`config.mk`:
```
export PLATFORM = sky130hd
export DESIGN_NAME = muldiv_iter
export DESIGN_NICKNAME = d
export VERILOG_FILES = /design/src/rtl/muldiv_iter.sv
export SDC_FILE = /design/constraint.sdc
export NUM_CORES = 1
export LEC_CHECK = 0
export BUFFER_PORTS_ARGS = -buffer_cell sky130_fd_sc_hd__buf_4
export CORE_ASPECT_RATIO = 1.75
export CORE_MARGIN = 2
export CORE_UTILIZATION = 55
export CTS_CLUSTER_SIZE = 40
export DETAILED_ROUTE_END_ITERATION = 10
export PLACE_DENSITY = 0.74
export SLEW_MARGIN = 20
export SYNTH_ARGS = -nofsm -noshare
export SYNTH_HDL_FRONTEND = slang
export SYNTH_SLANG_ARGS = --single-unit
```
`constraint.sdc`:
```
create_clock -name clk -period 4.2 [get_ports clk]
set_input_delay 0.21 -clock clk [delete_from_list [all_inputs] [get_ports clk]]
set_output_delay 0.21 -clock clk [all_outputs]
set_load 0.1 [all_outputs]
```
`src/rtl/muldiv_iter.sv`:
```
// -----------------------------------------------------------------------------
// muldiv_iter
//   Iterative multiply/divide unit. Executes MULT, MULTU, DIV and DIVU on
//   WIDTH-bit operands, one result bit per cycle, and presents the HIGH/LOW
//   register values when the operation completes.
//
//   Signed operations run on operand magnitudes. The result signs are
//   captured at start and applied in a single fix-up cycle:
//     - The product is negated when the operand signs differ.
//     - The quotient truncates toward zero.
//     - The remainder takes the sign of the dividend.
//   DIV of the most negative value by -1 wraps: lo = min_neg, hi = 0.
//
// Parameters
//   WIDTH     operand width; hi and lo are each WIDTH bits (WIDTH >= 4)
//
// Ports
//   clk       system clock; all state changes on the rising edge
//   rst       synchronous reset, active-high; aborts any operation
//   start     request; sampled only while idle
//   op        00 MULT, 01 MULTU, 10 DIV, 11 DIVU (sampled with start)
//   a         multiplicand / dividend (sampled with start)
//   b         multiplier / divisor (sampled with start)
//   busy      high from the cycle after an accepted start until done
//   done      one-cycle pulse; hi/lo/div_zero are valid
//   hi        MULT: product[2W-1:W]; DIV: remainder
//   lo        MULT: product[W-1:0];  DIV: quotient
//   div_zero  set with done when a divide had b == 0; cleared on next start
// -----------------------------------------------------------------------------
module muldiv_iter #(
  parameter int unsigned WIDTH = 32
) (
  input  logic             clk,
  input  logic             rst,
  input  logic             start,
  input  logic [1:0]       op,
  input  logic [WIDTH-1:0] a,
  input  logic [WIDTH-1:0] b,
  output logic             busy,
  output logic             done,
  output logic [WIDTH-1:0] hi,
  output logic [WIDTH-1:0] lo,
  output logic             div_zero
);

  localparam int unsigned CW = $clog2(WIDTH);

  typedef enum logic [1:0] {
    S_IDLE,
    S_RUN,
    S_FIX,
    S_DONE
  } state_t;

  state_t state, state_nxt;

  // Operation context captured at start
  logic                 is_div;
  logic                 neg_res;   // negate product / quotient
  logic                 neg_rem;   // negate remainder
  logic                 dz_pend;   // divide by zero detected at start
  logic [CW-1:0]        cnt;

  // Datapath registers
  logic [WIDTH-1:0]     opnd;      // multiplicand (mult) or divisor (div)
  logic [2*WIDTH-1:0]   acc;       // product accumulator; multiplier in low half
  logic [WIDTH-1:0]     rem;       // partial remainder
  logic [WIDTH-1:0]     quo;       // dividend shifting out, quotient shifting in

  // Combinational datapath
  logic                 sign_a, sign_b;
  logic [WIDTH-1:0]     mag_a, mag_b;
  logic                 zero_div;
  logic [WIDTH:0]       mul_sum;
  logic [WIDTH:0]       div_shift;
  logic [WIDTH:0]       div_trial;
  logic                 div_ge;
  logic [2*WIDTH-1:0]   prod_fix;
  logic [WIDTH-1:0]     quo_fix;
  logic [WIDTH-1:0]     rem_fix;

  always_comb begin
    // op[0] selects unsigned mode; signs only matter for MULT/DIV
    sign_a   = ~op[0] & a[WIDTH-1];
    sign_b   = ~op[0] & b[WIDTH-1];
    mag_a    = sign_a ? -a : a;
    mag_b    = sign_b ? -b : b;
    zero_div = op[1] && (b == '0);

    // Shift-add step: add multiplicand into the upper half when the current
    // multiplier bit is set, then shift the whole accumulator right.
    mul_sum  = {1'b0, acc[2*WIDTH-1:WIDTH]} + (acc[0] ? {1'b0, opnd} : '0);

    // Restoring step: bring in the next dividend bit and try a subtraction.
    // The partial remainder stays below the divisor, so the borrow bit of the
    // W+1-bit trial alone tells whether the subtraction is kept.
    div_shift = {rem, quo[WIDTH-1]};
    div_trial = div_shift - {1'b0, opnd};
    div_ge    = ~div_trial[WIDTH];

    prod_fix = neg_res ? -acc : acc;
    quo_fix  = neg_res ? -quo : quo;
    rem_fix  = neg_rem ? -rem : rem;
  end

  // ---------------------------------------------------------------------------
  // Control FSM
  // ---------------------------------------------------------------------------
  always_ff @(posedge clk) begin
    if (rst) begin
      state <= S_IDLE;
    end else begin
      state <= state_nxt;
    end
  end

  always_comb begin
    state_nxt = state;
    busy      = 1'b0;
    done      = 1'b0;
    case (state)
      S_IDLE: begin
        if (start) begin
          // A zero divisor skips RUN; FIX then leaves hi/lo untouched, which
          // places done two cycles after the start cycle.
          state_nxt = zero_div ? S_FIX : S_RUN;
        end
      end
      S_RUN: begin
        busy = 1'b1;
        if (cnt == '0) begin
          state_nxt = S_FIX;
        end
      end
      S_FIX: begin
        busy      = 1'b1;
        state_nxt = S_DONE;
      end
      S_DONE: begin
        busy      = 1'b1;
        done      = 1'b1;
        state_nxt = S_IDLE;
      end
      default: state_nxt = S_IDLE;
    endcase
  end

  // ---------------------------------------------------------------------------
  // Datapath
  // ---------------------------------------------------------------------------
  always_ff @(posedge clk) begin
    if (rst) begin
      is_div   <= 1'b0;
      neg_res  <= 1'b0;
      neg_rem  <= 1'b0;
      dz_pend  <= 1'b0;
      cnt      <= '0;
      opnd     <= '0;
      acc      <= '0;
      rem      <= '0;
      quo      <= '0;
      hi       <= '0;
      lo       <= '0;
      div_zero <= 1'b0;
    end else begin
      case (state)
        S_IDLE: begin
          if (start) begin
            is_div   <= op[1];
            neg_res  <= sign_a ^ sign_b;
            neg_rem  <= sign_a;
            dz_pend  <= zero_div;
            div_zero <= 1'b0;
            cnt      <= CW'(WIDTH - 1);
            opnd     <= op[1] ? mag_b : mag_a;
            acc      <= {{WIDTH{1'b0}}, mag_b};
            rem      <= '0;
            quo      <= mag_a;
          end
        end
        S_RUN: begin
          cnt <= cnt - 1'b1;
          if (is_div) begin
            rem <= div_ge ? div_trial[WIDTH-1:0] : div_shift[WIDTH-1:0];
            quo <= {quo[WIDTH-2:0], div_ge};
          end else begin
            acc <= {mul_sum, acc[WIDTH-1:1]};
          end
        end
        S_FIX: begin
          div_zero <= dz_pend;
          if (!dz_pend) begin
            if (is_div) begin
              hi <= rem_fix;
              lo <= quo_fix;
            end else begin
              hi <= prod_fix[2*WIDTH-1:WIDTH];
              lo <= prod_fix[WIDTH-1:0];
            end
          end
        end
        default: ;
      endcase
    end
  end

endmodule

```
After elaboration in Yosys (flattened, before gate mapping)
Index checks and enable logic that the tools add are counted.
W data, S select, Z words.
{"block": "totals", "in_bits": 69, "wordCells": 77, "ff_bits": 236, "out_inout_bits": 67}
{"block": "op_classes", "n_reduce_logical": 14, "eq_ne": 7, "bitwise": 6, "n_addsub": 8, "muxes": 29}
{"op": "$mux W32", "n": 13}
{"op": "$mux W64", "n": 3}
{"op": "$neg A32 Y32", "n": 4}
{"op": "$pmux W32 S2", "n": 2}
{"op": "$pmux W64 S2", "n": 1}
{"op": "$neg A64 Y64", "n": 1}
{"op": "$add A32 B32 Y33", "n": 1}
{"op": "$sub A33 B32 Y33", "n": 1}
{"op": "$logic_not A32 Y1", "n": 1}
{"op": "$pmux W5 S2", "n": 1}
{"op": "$reduce_and A2 Y1", "n": 5}
{"op": "$ne A2 B2 Y1 const B", "n": 4}
{"op": "$pmux W2 S4", "n": 1}
{"op": "$mux W2", "n": 3}
{"op": "$reduce_and A3 Y1", "n": 2}
{"op": "$logic_not A5 Y1", "n": 1}
{"op": "$mux W5", "n": 1}
{"op": "$sub A5 B1 Y5 const B", "n": 1}
{"op": "$eq A2 B2 Y1 const B", "n": 2}
{"op": "$reduce_bool A2 Y1", "n": 2}
{"op": "$mux W1", "n": 3}
{"op": "$not A1 Y1", "n": 3}
{"op": "$reduce_or A3 Y1", "n": 1}
{"op": "$and A1 B1 Y1", "n": 2}
{"op": "other kinds (5)", "n": 5}

Longest topological paths before layout
Gate-level depths: netlist (run 1).
{"block": "logic_depth", "word_depth": 5, "mapped_depth": 13}

Worst setup path after synthesis (run 1)
No wires, ideal clock.
{"block": "synth_timing", "kind": "flip-flop to flip-flop", "start": "register quo[31]", "end": "register rem[10]", "setup_ns": 0.128, "arrival_ns": 2.997, "setup_slack_ns": 1.075, "stages_incl_launch_ff": 14, "path_buffers": 1, "cell_sequence": "dfxtp_1 -> inv_1 -> ha_1 -> fa_1 -> nand2b_1 -> a21o_1 -> a21oi_1 -> a21oi_1 -> o21ai_1 -> a211oi_1 -> xnor2_2 -> buf_2 -> mux2i_1 -> o21ai_0"}
{"block": "synth_via", "elab_chain_len": 4}
{"item": "start: declaration", "line_no": "68", "source": "logic [WIDTH-1:0] quo;"}
{"item": "start signal: assignment", "line_no": "178", "source": "quo <= mag_a;"}
{"item": "start signal: assignment", "line_no": "185", "source": "quo <= {quo[WIDTH-2:0], div_ge};"}
{"item": "$sub A33 B32 Y33", "line_no": "98", "source": "div_trial = div_shift - {1'b0, opnd};"}
{"item": "$mux W32", "line_no": "184", "source": "rem <= div_ge ? div_trial[WIDTH-1:0] : div_shift[WIDTH-1:0];"}
{"item": "$mux W32", "line_no": "183", "source": "if (is_div) begin"}
{"item": "$pmux W32 S2", "line_no": "166", "source": "case (state)"}
{"item": "end signal: assignment", "line_no": "184"}
{"item": "end: declaration", "line_no": "67", "source": "logic [WIDTH-1:0] rem;"}
No other way between the ends. The select of a mux whose other input is x is not followed.
A chain may end at the register's enable or synchronous reset.

Worst setup path after layout (run 1)
{"block": "layout_timing", "start": "register opnd[14]", "end": "register quo[0]"}
{"block": "layout_via", "elab_chain_len": 4}
{"item": "start: declaration", "line_no": "65", "source": "logic [WIDTH-1:0] opnd;"}
{"item": "start signal: assignment", "line_no": "175", "source": "opnd <= op[1] ? mag_b : mag_a;"}
{"item": "$sub A33 B32 Y33", "line_no": "98"}
{"item": "$not A1 Y1", "line_no": "99", "source": "div_ge = ~div_trial[WIDTH];"}
{"item": "$mux W32", "line_no": "183"}
{"item": "$pmux W32 S2", "line_no": "166"}
No other way between the ends. The select of a mux whose other input is x is not followed.

==> metrics.md, run 1 <==
| Metric | Value |
|---|---|
| Outcome | `finished clean` |
| H-Tree Depth | `1` |
| Mux cell area share after synthesis | `3.83%` |
| Max Slew Vio Count | `0` |
| Register area share after synthesis | `approximately 27%` |
| CTS Buffer Depth | `3` |
| Die X-Extent | `138 µm` |
| Leak pwr | `approximately 7.7 nW` |
| First-pass GRT wire length | `102000 µm` |
| Post-Synth Adder-Cell Area | `approximately 5.7%` |
| Synth Area in Simple Gates | `21.3%` |
| IO buf count | `135` |
| HPWL after DPL | `51600 µm` |
| CTS-repair resized insts | `0` |
| Max Freq | `265 MHz` |
| Commonest cells after routing, fill and taps aside | `350 x nand2_1, 234 x dfxtp_1, 225 x a21oi_1` |
| Mean Syn Cell Area | `7.36 µm²` |
| Max-slew headroom | `22.0%` |
| TNS Setup | `0 ns` |
| Share of the synthesized area in the top cell type | `27.2%` |
| Clock root buffer | `clkbuf_16` |
| Pre-CTS WS | `approximately 0.57 ns` |
| Clk_skew | `0.0162 ns` |
| Commonest non-fill, non-tap cell in the layout | `nand2_1` |
| Final WL | `67800 µm` |
| Final period util | `89.8%` |
| Final setup viols | `0` |
| Peak supply drop | `835 µV` |
| Wire per inst | `23.9 µm` |
| Largest net degree at the start of global routing | `111` |
| Clk pin slew, worst setup/hold paths | `0.07 ns` |
| EDFF count, synth | `0` |
| Starting density of the core | `between 50% and 60%` |
| Final WS setup | `0.429 ns` |
| Ports | `136` |
| CP arrival | `between 4 and 5 ns` |
| Gpl congestion | `1.07` |
| CTS tree | `built` |
| DR vias/cell | `6.52` |
| Post-Synthesis Cells | `2364` |
| Dominant cells by area after synthesis | `dfxtp_1 27%, nand2_1 7.6%, a21oi_1 6.5%` |
| Fin Hold WS | `approximately 0.067 ns` |
| Synth Area in Compound Gates | `27.3%` |
| N_diodes | `0` |
| Worst Path Max Fanout | `37` |
| Synth Cell Area | `0.0174 mm²` |
| CTS buffer count | `24` |
| Vias | `18500` |
| Drt drc | `0` |
| Worst endpoint required time | `4.66 ns` |
| Detail Route Antenna Nets | `0` |
| Final #Nets | `approximately 2600` |
| Post-route minimum period | `3.77 ns` |
| Die ar. | `0.0331 mm²` |
| Async SR Flop Fraction | `0%` |
| Slew @ Worst Pin | `between 1 and 1.5 ns` |
| Syn nets | `around 2500` |
| PwrDens | `570 mW/mm²` |
| Layout cells sized above 1 | `10.5%` |
| Critical path class | `reg -> reg` |
| Core area | `0.0313 mm²` |
| Die height | `roughly 240 µm` |
| Final Hold Viols | `0` |
| Antenna violations before repair | `0` |
| Combinational family with the most area after synthesis | `compound AO/OA/AOI/OAI gates` |
| CTS Sinks | `approximately 240` |
| Vias in the first global route | `17900` |
| Clock latency on the worst-skew pair | `between 0.5 and 0.6 ns` |
| Total power | `between 0.01 and 0.015 W` |
| Synth unique cells | `81` |
| Site Rows | `86` |
| Hold-fix buffers at CTS | `0` |
| Post-synth top flop | `dfxtp_1` |
| Yosys reg bits | `roughly 240` |
| 1st-pass router iterations | `5` |
| Crit path launch type | `flip-flop` |
| Post-Layout Cell Count | `2835` |
| Iter 0 DRT Violations | `1465` |
| Grt ovf | `0` |
| Ys Warns | `0` |
| GRT Util Overall | `about two fifths` |
| # Post-CTS Setup Buffers | `0` |
| Worst Hold Class | `in -> reg` |
| Unrepaired setup endpoints after global routing | `no` |
| Area grow syn2layout | `12.4%` |
| Max-cap viol count | `0` |
| Post-synthesis xor/xnor area fraction | `9.76%` |
| DP Cell Count | `between 2000 and 3000` |
| Endpoint type of the worst setup path | `flip-flop` |
| Top cell type by total area after synthesis | `dfxtp_1` |
-- metrics by stage --
stage / util [%] / instance area (µm²)
after CTS: 62.4 / 19500
after floorplan: - / 17400
after detailed placement: 59.8 / 18700
final: 62.4 / 19500
after global routing: 62.4 / 19500
after global placement: 59.8 / 18700
-- power by group --
part	switching, W	internal (W)
clock network	0.000993	0.00131
logic	0.00398	0.00173
registers	0.000515	0.00261
-- flip-flops by register name (all words and copies together), names as in the netlist --
register  cells
state         2
neg_res       1
opnd         32
rem          32
lo           32
dz_pend       1
quo          32
acc          64
neg_rem       1
is_div        1
cnt           5
div_zero      1
hi           32
-- worst max-delay path: stages, from the launching register on --
cell	delay [ns]
dfxtp_1	0.32
inv_1	0.31
ha_1	0.39
a211oi_1	0.26
nand2_1	0.13
a31o_2	0.25
a211oi_1	0.30
o21ai_1	0.23
a211oi_1	0.60
xnor2_4	0.19
buf_12	0.27
nand2_1	0.13
a221oi_1	0.27
-- Yosys cell counts (7+ instances only) --
cell,count
a22o_1,21
nand3b_1,8
or4_1,23
a22oi_1,14
nand2b_1,26
a32o_1,7
a21o_1,28
mux2i_1,53
nor2_1,198
dfxtp_1,236
nor2b_1,21
o41ai_1,25
a31oi_1,25
o21ai_1,8
nor3_1,50
nor4_1,19
xnor2_1,105
buf_1,18
nand3_1,46
a21oi_1,227
o311ai_0,9
o31ai_1,34
ha_1,76
o211ai_1,42
or2_2,8
inv_1,82
and3_1,9
a211oi_1,34
and2_1,11
o221ai_1,9
clkbuf_1,119
o21ai_0,200
nand4_1,10
or3_1,20
xor2_1,87
nand2_1,350
o21a_1,8
-- kinds of logic after synthesis --
kind of cell             after synthesis
AO/OA/AOI/OAI                        755
flip-flops                           236
buffers and inverters                225
AND/OR/NAND/NOR                      816
adder cells (fa/ha/maj)               78
XOR/XNOR                             193
multiplexers                          61
-- routing by layer --
layer | share of wire, % | track usage (%) | up-vias
met2 | 49 | 71.2 | 840
met1 | 32 | 37.8 | 8700
met3 | 5.4 | 5.04 | 346
met5 | 0 | 0 | -
li1 | - | - | 8596
met4 | 13 | 43.7 | 0
-- final timing paths --
| path | start | to | slack, ns | cells after the start |
|---|---|---|---|---|
| hold reg to reg | hi[19] | hi[19] | 0.45 | 2 |
| setup reg to reg | opnd[14] | quo[0] | 0.43 | 12 |
| hold / removal | op[1] | is_div | 0.07 | 3 |
| setup / recovery | opnd[14] | quo[0] | 0.43 | 12 |
-- layout make-up --
| cell class | count | area (µm²) |
|---|---|---|
| clock buffer | 32 | 672 |
| clock inverter | 10 | 134 |
| fill | 2899 | 11800 |
| inverter | 83 | 312 |
| multi-input combinational | 1903 | 11900 |
| sequential | 236 | 4730 |
| tap | 396 | 495 |
| timing repair buffer | 175 | 1330 |
(Power assumes the default switching activity.)
==> run 2: changes to the inputs <==
--- a/config.mk
+++ b/config.mk
@@ -9,6 +9,7 @@
 export CORE_ASPECT_RATIO = 1.75
 export CORE_MARGIN = 2
 export CORE_UTILIZATION = 55
+export CTS_BUF_LIST = sky130_fd_sc_hd__clkbuf_8
 export CTS_CLUSTER_SIZE = 40
 export DETAILED_ROUTE_END_ITERATION = 10
 export PLACE_DENSITY = 0.74
==> metrics.md, run 2 (synthesis results as in run 1) <==
| Metric | Value |
|---|---|
| DR vias/cell | `6.49 (was 6.52)` |
| CTS Sinks | `236 (unchanged)` |
| Commonest non-fill, non-tap cell in the layout | `nand2_1 (unchanged)` |
| Die ar. | `0.0331 mm² (unchanged)` |
| Max reg flops | `64 (unchanged)` |
| Finished Core Util | `62.4% (about the same)` |
| Clock root buffer | `clkbuf_8 (was clkbuf_16)` |
| Clock latency on the worst-skew pair | `0.62 ns (was 0.56 ns)` |
| Worst R2R Start | `opnd[14] (unchanged)` |
| Antenna violations before repair | `1 (was 0)` |
| Die X-Extent | `138 µm (unchanged)` |
| Grt ovf | `0 (unchanged)` |
| Iter 0 DRT Violations | `1445 (was 1465)` |
| Final period util | `90.3% (was 89.8%)` |
| DP Cell Count | `2793 (unchanged)` |
| Ports | `136 (unchanged)` |
| Detail Route Antenna Nets | `0 (unchanged)` |
| Commonest cells after routing, fill and taps aside | `350 x nand2_1, 234 x dfxtp_1, 225 x a21oi_1 (unchanged)` |
| Drt drc | `0 (unchanged)` |
| CP bufs+invs | `2 (unchanged)` |
| Final WL | `67900 µm (was 67800 µm)` |
| Biggest register | `acc (unchanged)` |
| Site Rows | `86 (unchanged)` |
| 1st-pass router iterations | `6 (was 5)` |
| Crit path launch type | `flip-flop (unchanged)` |
| Die height | `239 µm (unchanged)` |
| Power Internal | `0.00554 W (was 0.00565 W)` |
| CTS tree | `built (unchanged)` |
| Clock Power Share | `20.0% (was 20.7%)` |
| Max-slew headroom | `22.7% (was 22.0%)` |
| Peak supply drop | `830 µV (was 835 µV)` |
| Final Hold Viols | `0 (unchanged)` |
| Crit path cell chain | `inv_1 > ha_1 > a211oi_1 > nand2_1 > a31o_2 > a211oi_1 > o21ai_1 > a211oi_1 > xnor2_4 > buf_12 > mux2i_1 > o21ai_0 (was inv_1 > ha_1 > a211oi_1 > nand2_1 > a31o_2 > a211oi_1 > o21ai_1 > a211oi_1 > xnor2_4 > buf_12 > nand2_1 > a221oi_1)` |
| Slew @ Worst Pin | `1.13 ns (was 1.14 ns)` |
| Final WS setup | `0.409 ns (was 0.429 ns)` |
| TNS Setup | `0 ns (unchanged)` |
| Pre-CTS WS | `0.568 ns (unchanged)` |
| PwrDens | `565 mW/mm² (was 570 mW/mm²)` |
| Crit-path max cell delay | `0.60 ns (about the same)` |
| Outcome | `finished clean (unchanged)` |
| Max Slew Vio Count | `0 (unchanged)` |
| Vias | `18600 (was 18500)` |
| Leak pwr | `7.73 nW (was 7.69 nW)` |
| Worst Hold Class | `in -> reg (unchanged)` |
| Clk pin slew, worst setup/hold paths | `0.07 ns (about the same)` |
| Hold-fix buffers at CTS | `0 (unchanged)` |
| Switching pwr | `0.00551 W (was 0.00549 W)` |
| Post-Layout Cell Count | `2858 (was 2835)` |
| IO buf count | `135 (unchanged)` |
| Post-route minimum period | `3.79 ns (was 3.77 ns)` |
| CTS buffer count | `38 (was 24)` |
| Sequential power share | `28.4% (was 28.1%)` |
| Area grow syn2layout | `12.4% (about the same)` |
| Critical path class | `reg -> reg (unchanged)` |
| Layout cells sized above 1 | `11.3% (was 10.5%)` |
| Combinational share of power | `51.6% (was 51.2%)` |
| HPWL after DPL | `51600 µm (unchanged)` |
| Worst Path Max Fanout | `37 (unchanged)` |
| Gpl congestion | `1.07 (unchanged)` |
| Endpoint type of the worst setup path | `flip-flop (unchanged)` |
| Vias in the first global route | `17900 (about the same)` |
| Max Freq | `264 MHz (was 265 MHz)` |
| GRT Util Overall | `40.1% (was 40.0%)` |
| H-Tree Depth | `2 (was 1)` |
| First-pass GRT wire length | `102000 µm (about the same)` |
| Largest net degree at the start of global routing | `111 (unchanged)` |
| Worst path top cell family by delay | `compound AO/OA/AOI/OAI gates (unchanged)` |
| CTS-repair resized insts | `0 (unchanged)` |
| Clk_skew | `0.0349 ns (was 0.0162 ns)` |
| CP arrival | `4.22 ns (was 4.23 ns)` |
| Wire per inst | `23.7 µm (was 23.9 µm)` |
| Most used cell, CP | `a211oi_1 (unchanged)` |
| Unrepaired setup endpoints after global routing | `no (unchanged)` |
| Core area | `0.0313 mm² (unchanged)` |
| CTS Buffer Depth | `3 (unchanged)` |
| # Post-CTS Setup Buffers | `0 (unchanged)` |
| Starting density of the core | `55.5% (unchanged)` |
| Worst endpoint required time | `4.63 ns (was 4.66 ns)` |
| Final setup viols | `0 (unchanged)` |
| Reg2reg setup slack | `0.41 ns (was 0.43 ns)` |
| Max-cap viol count | `0 (unchanged)` |
| Setup crit start | `opnd[14] (unchanged)` |
| CP max stage cell | `a211oi_1 (unchanged)` |
| Final #Nets | `2584 (was 2570)` |
| Hold_sp | `op[1] (unchanged)` |
| Switching part of the total | `49.9% (was 49.3%)` |
## run 2: worst paths after layout
path                 end  cells past startpoint
setup reg to reg  rem[8]                     12
hold reg to reg   hi[30]                      2
setup / recovery  rem[8]                     12
hold / removal    is_div                      3
## run 2: layer usage
layer / vias to the layer above / track usage [%] / wire length, µm
met1: 8698 / 37.7 / 21600
met5: - / 0 / 0
met4: 0 / 43.2 / 9080
met3: 373 / 5.72 / 3660
li1: 8626 / - / -
met2: 864 / 71.2 / 33500
## run 2: per-stage QoR
stage | total power (W) | hold WS [ns] | instance area (µm²)
floorplan | 0.00691 | 0.428 | 17400
global placement | 0.00860 | 0.441 | 18700
detailed placement | 0.00868 | 0.447 | 18700
CTS | 0.0109 | 0.0185 | 19500
global route | 0.0116 | 0.0111 | 19500
finish | 0.0110 | 0.000306 | 19500
## run 2: final cells by class
type | count | area (µm²)
clock buffers | 47 | 647
flip-flops and latches | 236 | 4730
repair buffers | 175 | 1330
diodes | 2 | 5.00
multi-input cells | 1903 | 11900
well taps | 396 | 495
fillers | 2902 | 11800
clock inverters | 16 | 159
inverters | 83 | 312
## run 2: power groups by stage
stage / logic (W) / clock network, W / registers, W
floorplan: 0.00351 / 0 / 0.00339
global placement: 0.00546 / 0 / 0.00314
detailed placement: 0.00553 / 0 / 0.00315
CTS: 0.00555 / 0.00221 / 0.00310
global route: 0.00613 / 0.00231 / 0.00315
finish: 0.00570 / 0.00221 / 0.00313
## run 2: worst reg2reg max path, stage by stage, from the launching register on
cell and delay [ns]:
dfxtp_1 0.32, inv_1 0.30, ha_1 0.39, a211oi_1 0.25, nand2_1 0.14, a31o_2 0.25, a211oi_1 0.30, o21ai_1 0.24
a211oi_1 0.60, xnor2_4 0.19, buf_12 0.27, mux2i_1 0.25, o21ai_0 0.10
